### config.mk
export PLATFORM = sky130hd
export DESIGN_NAME = uart_tx_queue_flat
export DESIGN_NICKNAME = d
export VERILOG_FILES = /design/src/rtl/uart_tx_queue_if.sv /design/src/rtl/uart_tx_queue.sv /design/src/flat_wrapper.sv
export SDC_FILE = /design/constraint.sdc
export NUM_CORES = 1
export LEC_CHECK = 0
export ABC_AREA = 1
export CORE_AREA = 8 8 153 155
export DETAILED_ROUTE_END_ITERATION = 7
export DIE_AREA = 0 0 161 163
export SYNTH_ARGS = -nofsm -noshare
export SYNTH_HDL_FRONTEND = slang
export SYNTH_SLANG_ARGS = --single-unit
### constraint.sdc
create_clock -name clock -period 4.5 [get_ports clock]
set_input_delay 1.125 -clock clock [delete_from_list [all_inputs] [get_ports clock]]
set_output_delay 1.125 -clock clock [all_outputs]
set_load 0.02 [all_outputs]
### src/rtl/uart_tx_queue_if.sv
// Bundles the producer handshake and the simple_uart launch signals of uart_tx_queue.
// Producer side is valid/ready: a byte moves on a rising edge where in_valid && in_ready.
interface uart_tx_queue_if;
    logic       in_valid;
    logic [7:0] in_byte;
    logic       in_ready;
    logic       uart_transmit;
    logic [7:0] uart_tx_byte;
    logic       uart_is_transmitting;

    modport slave (
        input  in_valid,
        input  in_byte,
        output in_ready,
        output uart_transmit,
        output uart_tx_byte,
        input  uart_is_transmitting
    );

    modport master (
        output in_valid,
        output in_byte,
        input  in_ready,
        input  uart_transmit,
        input  uart_tx_byte,
        output uart_is_transmitting
    );
endinterface

### src/rtl/uart_tx_queue.sv
// Byte FIFO plus launch sequencer for simple_uart: one transmit pulse per byte,
// and the head is popped only once the UART reports that the frame has started.
module uart_tx_queue #(
    parameter int ADDR_WIDTH    = 4,
    parameter int START_TIMEOUT = 16,
    parameter int GAP_CYCLES    = 0
) (
    input  logic                  clock,
    input  logic                  reset,
    uart_tx_queue_if.slave        bus,
    input  logic                  overflow_clear,
    output logic [ADDR_WIDTH:0]   fill_count,
    output logic                  overflow,
    output logic                  start_error,
    output logic [2:0]            dbg_state
);
    localparam int DEPTH = 2 ** ADDR_WIDTH;
    localparam int TW    = $clog2(START_TIMEOUT + 1);
    localparam int GW    = $clog2(GAP_CYCLES + 2);

    typedef enum logic [2:0] {
        S_IDLE       = 3'd0,
        S_LAUNCH     = 3'd1,
        S_WAIT_START = 3'd2,
        S_WAIT_DONE  = 3'd3,
        S_GAP        = 3'd4
    } state_t;

    state_t                state_q;
    logic [7:0]            mem_q [DEPTH];
    logic [ADDR_WIDTH-1:0] wr_ptr_q, wr_ptr_d;
    logic [ADDR_WIDTH-1:0] rd_ptr_q, rd_ptr_d;
    logic [ADDR_WIDTH:0]   fill_q, fill_d;
    logic                  overflow_q, overflow_d;
    logic                  start_error_q;
    logic                  transmit_q;
    logic [7:0]            tx_byte_q;
    logic [TW-1:0]         timer_q;
    logic [GW-1:0]         gap_q;

    logic full;
    logic push;
    logic pop;

    // Fullness comes from the registered count, so a same-cycle pop never frees a slot.
    assign full = (fill_q == (ADDR_WIDTH+1)'(DEPTH));
    assign push = bus.in_valid && !full;
    assign pop  = (state_q == S_WAIT_START) && bus.uart_is_transmitting;

    always_comb begin
        wr_ptr_d   = wr_ptr_q;
        rd_ptr_d   = rd_ptr_q;
        fill_d     = fill_q;
        overflow_d = overflow_q;
        if (push) wr_ptr_d = wr_ptr_q + 1'b1;
        if (pop)  rd_ptr_d = rd_ptr_q + 1'b1;
        case ({push, pop})
            2'b10:   fill_d = fill_q + 1'b1;
            2'b01:   fill_d = fill_q - 1'b1;
            default: fill_d = fill_q;
        endcase
        if (bus.in_valid && full) overflow_d = 1'b1;
        else if (overflow_clear)  overflow_d = 1'b0;
    end

    always_ff @(posedge clock) begin
        if (reset) begin
            wr_ptr_q   <= '0;
            rd_ptr_q   <= '0;
            fill_q     <= '0;
            overflow_q <= 1'b0;
        end else begin
            wr_ptr_q   <= wr_ptr_d;
            rd_ptr_q   <= rd_ptr_d;
            fill_q     <= fill_d;
            overflow_q <= overflow_d;
        end
    end

    always_ff @(posedge clock) begin
        if (push) mem_q[wr_ptr_q] <= bus.in_byte;
    end

    always_ff @(posedge clock) begin
        if (reset) begin
            state_q       <= S_IDLE;
            transmit_q    <= 1'b0;
            tx_byte_q     <= 8'h00;
            timer_q       <= '0;
            gap_q         <= '0;
            start_error_q <= 1'b0;
        end else begin
            transmit_q <= 1'b0;
            case (state_q)
                S_IDLE: begin
                    if (fill_q != '0 && !bus.uart_is_transmitting) begin
                        tx_byte_q <= mem_q[rd_ptr_q];
                        state_q   <= S_LAUNCH;
                    end
                end
                S_LAUNCH: begin
                    transmit_q <= 1'b1;
                    timer_q    <= '0;
                    state_q    <= S_WAIT_START;
                end
                S_WAIT_START: begin
                    // A timeout leaves the head in place so the same byte is relaunched.
                    if (bus.uart_is_transmitting) begin
                        state_q <= S_WAIT_DONE;
                    end else if (timer_q == TW'(START_TIMEOUT - 1)) begin
                        start_error_q <= 1'b1;
                        state_q       <= S_IDLE;
                    end else begin
                        timer_q <= timer_q + 1'b1;
                    end
                end
                S_WAIT_DONE: begin
                    if (!bus.uart_is_transmitting) begin
                        gap_q   <= '0;
                        state_q <= (GAP_CYCLES > 0) ? S_GAP : S_IDLE;
                    end
                end
                S_GAP: begin
                    if (gap_q == GW'(GAP_CYCLES - 1)) state_q <= S_IDLE;
                    else                              gap_q   <= gap_q + 1'b1;
                end
                default: state_q <= S_IDLE;
            endcase
        end
    end

    assign bus.in_ready      = !full;
    assign bus.uart_transmit = transmit_q;
    assign bus.uart_tx_byte  = tx_byte_q;
    assign fill_count        = fill_q;
    assign overflow          = overflow_q;
    assign start_error       = start_error_q;
    assign dbg_state         = state_q;
endmodule
### src/flat_wrapper.sv
// flat-port wrapper written by rule: the top's interface ports become plain ports
module uart_tx_queue_flat 
#(
    parameter int ADDR_WIDTH    = 4,
    parameter int START_TIMEOUT = 16,
    parameter int GAP_CYCLES    = 0
)
  (clock, reset, overflow_clear, fill_count, overflow, start_error, dbg_state, bus_in_valid, bus_in_byte, bus_in_ready, bus_uart_transmit, bus_uart_tx_byte, bus_uart_is_transmitting);
  uart_tx_queue_if bus_i ();
  input  logic clock;
  input  logic reset;
  input  logic overflow_clear;
  output logic [ADDR_WIDTH:0] fill_count;
  output logic overflow;
  output logic start_error;
  output logic [2:0] dbg_state;
  input wire logic [$bits(bus_i.in_valid)-1:0] bus_in_valid;
  input wire logic [$bits(bus_i.in_byte)-1:0] bus_in_byte;
  output wire logic [$bits(bus_i.in_ready)-1:0] bus_in_ready;
  output wire logic [$bits(bus_i.uart_transmit)-1:0] bus_uart_transmit;
  output wire logic [$bits(bus_i.uart_tx_byte)-1:0] bus_uart_tx_byte;
  input wire logic [$bits(bus_i.uart_is_transmitting)-1:0] bus_uart_is_transmitting;
  assign bus_i.in_valid = bus_in_valid;
  assign bus_i.in_byte = bus_in_byte;
  assign bus_in_ready = bus_i.in_ready;
  assign bus_uart_transmit = bus_i.uart_transmit;
  assign bus_uart_tx_byte = bus_i.uart_tx_byte;
  assign bus_i.uart_is_transmitting = bus_uart_is_transmitting;
  uart_tx_queue #(.ADDR_WIDTH(ADDR_WIDTH), .START_TIMEOUT(START_TIMEOUT), .GAP_CYCLES(GAP_CYCLES)) u_core (.clock(clock), .reset(reset), .bus(bus_i), .overflow_clear(overflow_clear), .fill_count(fill_count), .overflow(overflow), .start_error(start_error), .dbg_state(dbg_state));
endmodule
## After elaboration in Yosys (flattened, before gate mapping)

Memories as Yosys holds them, arrays and structs flattened. A register that Yosys moved wholly into a read port is not among the register bits.
Index checks and enable logic that the tools add are counted.

- Logic and storage cells: 66
- Bits in writable memories: 128
- Memories kept: 1
- Flip-flop bits (word level): 25
- Output and inout port bits: 20

Memories:

| name | depth | width | rd ports | clocked after Yosys merged registers in | write ports | RTL line | text |
|---|---|---|---|---|---|---|---|
| u_core.mem_q | 16 | 8 | 1 | 1 | 1 | uart_tx_queue.sv:30 | `logic [7:0] mem_q [DEPTH];` |

- Bitwise logic cells: 1
- Reduce and logical (&&, ||, !) cells: 17
- Add/sub/neg operators: 6
- Equal/unequal tests: 14
- Mux-type cells: 18

Operator list:

| kind | count |
|---|---|
| one-hot mux 5 bit (2 select lines) | 2 |
| two-way mux 3 bit | 5 |
| one-hot mux 3 bit (5 select lines) | 1 |
| adder 5 x 1 -> 5 bit, second input constant | 2 |
| two-way mux 5 bit | 2 |
| adder 4 x 1 -> 4 bit, second input constant | 2 |
| nonzero test 2 bit | 4 |
| two-way mux 1 bit | 7 |
| equality test 3 x 2 -> 1 bit, second input constant | 2 |
| inequality test 2 bit, second input constant | 3 |
| AND reduction 3 bit | 2 |
| equality test 5 x 4 -> 1 bit, second input constant | 1 |
| equality test 5 bit, second input constant | 1 |
| nonzero test 5 bit | 1 |
| subtractor 5 x 1 -> 5 bit, second input constant | 1 |
| logical AND 1 bit | 4 |
| inequality test 2 x 1 -> 1 bit, second input constant | 2 |
| AND reduction 2 bit | 2 |
| AND reduction 4 bit | 1 |
| equality test 3 x 1 -> 1 bit, second input constant | 1 |
| equality test 3 bit, second input constant | 1 |
| zero test 3 bit | 1 |
| inequality test 3 bit, second input constant | 1 |
| equality test 2 x 1 -> 1 bit, second input constant | 1 |
| other kinds (5) | 6 |

## Depth between registers and ports, before layout

- Word-level depth: 5
- Gate-level depth with buffers: 14
- Gate-level depth less buffers: 14

## Worst setup path after synthesis

No wires, ideal clock.

- Path type: input-to-reg
- Start: in bus_uart_is_transmitting
- End: reg u_core.fill_q[4] (netlist: u_core.fill_count[4])
- Data required time: 4.429 ns
- Slack: 1.940 ns
- Data arrival time: 2.490 ns
- Cell stages on the path: 13
- Path through: inv_1 > nor2_2 > ha_1 > xor2_1 > ha_1 > inv_1 > nand2_1 > nand3_1 > nand2_1 > nand2_1 > nand2_1 > nand2_1 > a21oi_1

- Longest elaborated chain between the ends: 3
- Elaborated cells on any way between the ends: 5
- Classes of those cells: eq/ne (2); mux (1); reduce/logical (2)

RTL lines:

| what | RTL line | text |
|---|---|---|
| start, declared | flat_wrapper.sv:22 | `input wire logic [$bits(bus_i.uart_is_transmitting)-1:0] bus_uart_is_transmitting;` |
| logical AND 1 bit (*) | uart_tx_queue.sv:48 | `assign pop = (state_q == S_WAIT_START) && bus.uart_is_transmitting;` |
| net u_core.pop | uart_tx_queue.sv:43 | `logic pop;` |
| equality test 2 x 1 -> 1 bit / equality test 2 bit (equally long branches) | uart_tx_queue.sv:57 | `case ({push, pop})` |
| one-hot mux 5 bit (2 select lines) / nonzero test 2 bit (equally long branches) | - |  |
| end signal, assigned | uart_tx_queue.sv:75 | `fill_q <= fill_d;` |
| end, declared | uart_tx_queue.sv:33 | `logic [ADDR_WIDTH:0] fill_q, fill_d;` |

The timed path passes the listed nets; every way through them passes the cells marked *.
A chain may end at the register's enable or synchronous reset.

## Worst setup path after layout

Same ends and word-level chain as after synthesis.

==> flow_summary.json <==
{
  "status": "completed",
  "clock_latency_ps": 420,
  "synth_ff_type": "edfxtp_1",
  "antenna_cells": 0,
  "area_growth_pct": 15.9,
  "initial_utilization_pct": 33.6,
  "final_util_pct": 38.9,
  "ys_seq_elements": 159,
  "most-common-layout-cells": "nand2_1 (210), edfxtp_1 (128), inv_1 (101)",
  "synthArstFlopShare_pct": 0,
  "timing.final.ws_setup_ps": 1640,
  "yosysWarnings": 0,
  "post-place-ws_ps": 1190,
  "vias": 4769,
  "cts_tree": "yes",
  "drive_gt1_share_pct": 5.91,
  "postCtsHoldBufs": 0,
  "synth_top_area_cell": "edfxtp_1",
  "grt_max_degree": 67,
  "placed_area_um2": 7520,
  "setup_tns_ps": 0,
  "io_pins": 33,
  "period_share_pct": 63.6,
  "drt-initial-drc-count": 340,
  "seq_area_um2": 4470,
  "min_period_ps": 2860,
  "p_leak_nw": 3.29,
  "hpwlAfterDp_um": 9690,
  "power.share.switching_pct": 28.7,
  "synth_area_leaders": "edfxtp_1 (55%), nand2_1 (11%), dfxtp_1 (8.9%)",
  "nets": 772,
  "combinationalPowerShare_pct": 19.7,
  "slew_headroom_pct": 21.6,
  "power.density_nw_per_um2": 486,
  "synthCells": 725,
  "vdd.ir_drop.worst_v": 0.000232,
  "htreeDepth": 4,
  "clock_power_share_pct": 36.6,
  "synth_edf_count": 128,
  "netlist_area_um2": 7000,
  "die_h_um": 163,
  "cp-end-kind": "register",
  "rsz0062_at_grt": "no",
  "worstPathArrival_ps": 3220,
  "synth_nets": 748,
  "critPathMaxFanout": 6,
  "cts_resized": 0,
  "clk_path_buf_depth": 2,
  "wl_per_cell_um": 15.2,
  "drc": 0,
  "slew_viol_final": 0,
  "first_pass_iters": 5,
  "routed_wl_um": 15700,
  "grt_pass1_wl_um": 25200,
  "syn_area_per_cell_um2": 9.66,
  "fillers": 2037,
  "critPathLaunchType": "primary input",
  "clk_pin_slew_ps": 60,
  "seq_power_share_pct": 43.7,
  "grt_overflow_total": 0,
  "grt_usage_pct": 12.4,
  "cap_viol_max_count": 0,
  "ant_nets": 0,
  "core.rowCount": 53,
  "cts-root-buf": "clkbuf_16",
  "p_int_mw": 2.81,
  "grt_pass1_vias": 4540,
  "dieArea_um2": 26200,
  "post_cts_buffers": 0,
  "hold_violations": 0,
  "final_cell_area_um2": 8110,
  "cp.required_ps": 4860,
  "finalNonFillerCells": 1037,
  "layout_commonest_cell": "nand2_1",
  "die_w_um": 161,
  "core-area_um2": 20800,
  "cts_sinks": 159,
  "tightest_slew_ps": 1180,
  "hp-class": "register to register",
  "synth_top_area_share_pct": 54.9,
  "antenna_found_initial": 0,
  "setup_viol": 0,
  "dp.cells": 1005,
  "synth_seq_area_share_pct": 63.8,
  "p_switching_mw": 1.13,
  "via_per_inst": 4.60,
  "portBuffers": 31,
  "numCtsBuffers": 17,
  "place.gp.congestion": 0.790,
  "synth.distinct_cells": 32,
  "clock_skew_ps": 10.7,
  "multi_input_area_um2": 1960,
  "critical_path_class": "primary input to register",
  "fmax_mhz": 349
}
==> worst paths after layout <==
kind	cells after the start	slack, ps	start	end
worst max register to register	14	2290	u_core.fill_count[2]	u_core.fill_count[4]
worst min register to register	2	470	u_core.overflow	u_core.overflow
worst max-delay path	14	1640	bus_uart_is_transmitting	u_core.fill_count[4]
worst min-delay path	2	470	u_core.overflow	u_core.overflow
==> flip-flops by register name, summed over array words and instances, names as in the netlist <==
signal / cells
u_core.bus.uart_transmit: 1
u_core.bus.uart_tx_byte: 8
u_core.dbg_state: 2
u_core.fill_count: 5
u_core.mem_q: 128
u_core.overflow: 1
u_core.rd_ptr_q: 4
u_core.start_error: 1
u_core.timer_q: 5
u_core.wr_ptr_q: 4
==> power groups by stage <==
stage               clock network (mW)  registers, mW  logic (mW)
CTS                               1.46           1.72       0.784
detailed placement                   0           1.75       0.780
global placement                     0           1.75       0.773
finish                            1.44           1.72       0.775
floorplan                            0           1.79       0.458
global route                      1.52           1.73       0.865
==> per-layer routing <==
metal	global-route usage (%)	up-vias	share of wire [%]
met3	2.28	16	4.6
met2	20.4	107	49
li1	-	2406	-
met4	4.50	0	1.1
met5	0	-	0
met1	16.1	2240	46
==> final cells by class <==
| class | instances | area share, % |
|---|---|---|
| clock inverter | 11 | 1.76 |
| timing repair buffer | 35 | 4.20 |
| tap | 275 | 4.24 |
| sequential | 159 | 55.1 |
| multi-input combinational | 427 | 24.1 |
| inverter | 109 | 5.04 |
| clock buffer | 21 | 5.55 |
==> critical path: stages <==
cell and delay (ps):
clkdlybuf4s50_1 470, inv_1 80, nor2_2 250, ha_1 330, xor2_1 220, ha_1 180
inv_1 40, nand2_1 90, nand3_1 110, nand2_1 70, nand2_1 40, nand2_1 50
nand2_1 40, a21oi_1 100
==> stage by stage <==
step | power (mW) | hold slack [ps]
detailed placement | 2.54 | 467
CTS | 3.97 | 476
global route | 4.12 | 500
floorplan | 2.25 | 456
global placement | 2.53 | 455
finish | 3.94 | 472
==> kinds of logic (layout without fill, tap and decap cells) <==
kind of cell	after synthesis	in the layout	synth area share, %
buffers and inverters	139	176	8.26
AO/OA/AOI/OAI	45	45	3.65
other	1	1	0.0536
AND/OR/NAND/NOR	366	366	21.9
XOR/XNOR	5	5	0.626
flip-flops	159	159	63.8
adder cells (fa/ha/maj)	10	10	1.79
==> synth_stat cells (2+ instances only) <==
library cell and n:
a21oi_1 16, buf_2 15, buf_4 8, clkbuf_1 5, dfxtp_1 31, edfxtp_1 128, ha_1 10, inv_1 101
inv_2 7, nand2_1 210, nand2_2 2, nand3_1 95, nand4_1 2, nor2_1 47, nor3_1 6, o21a_1 8
o21ai_0 15, xor2_1 5
No activity file was read; power rests on OpenSTA's default activity.
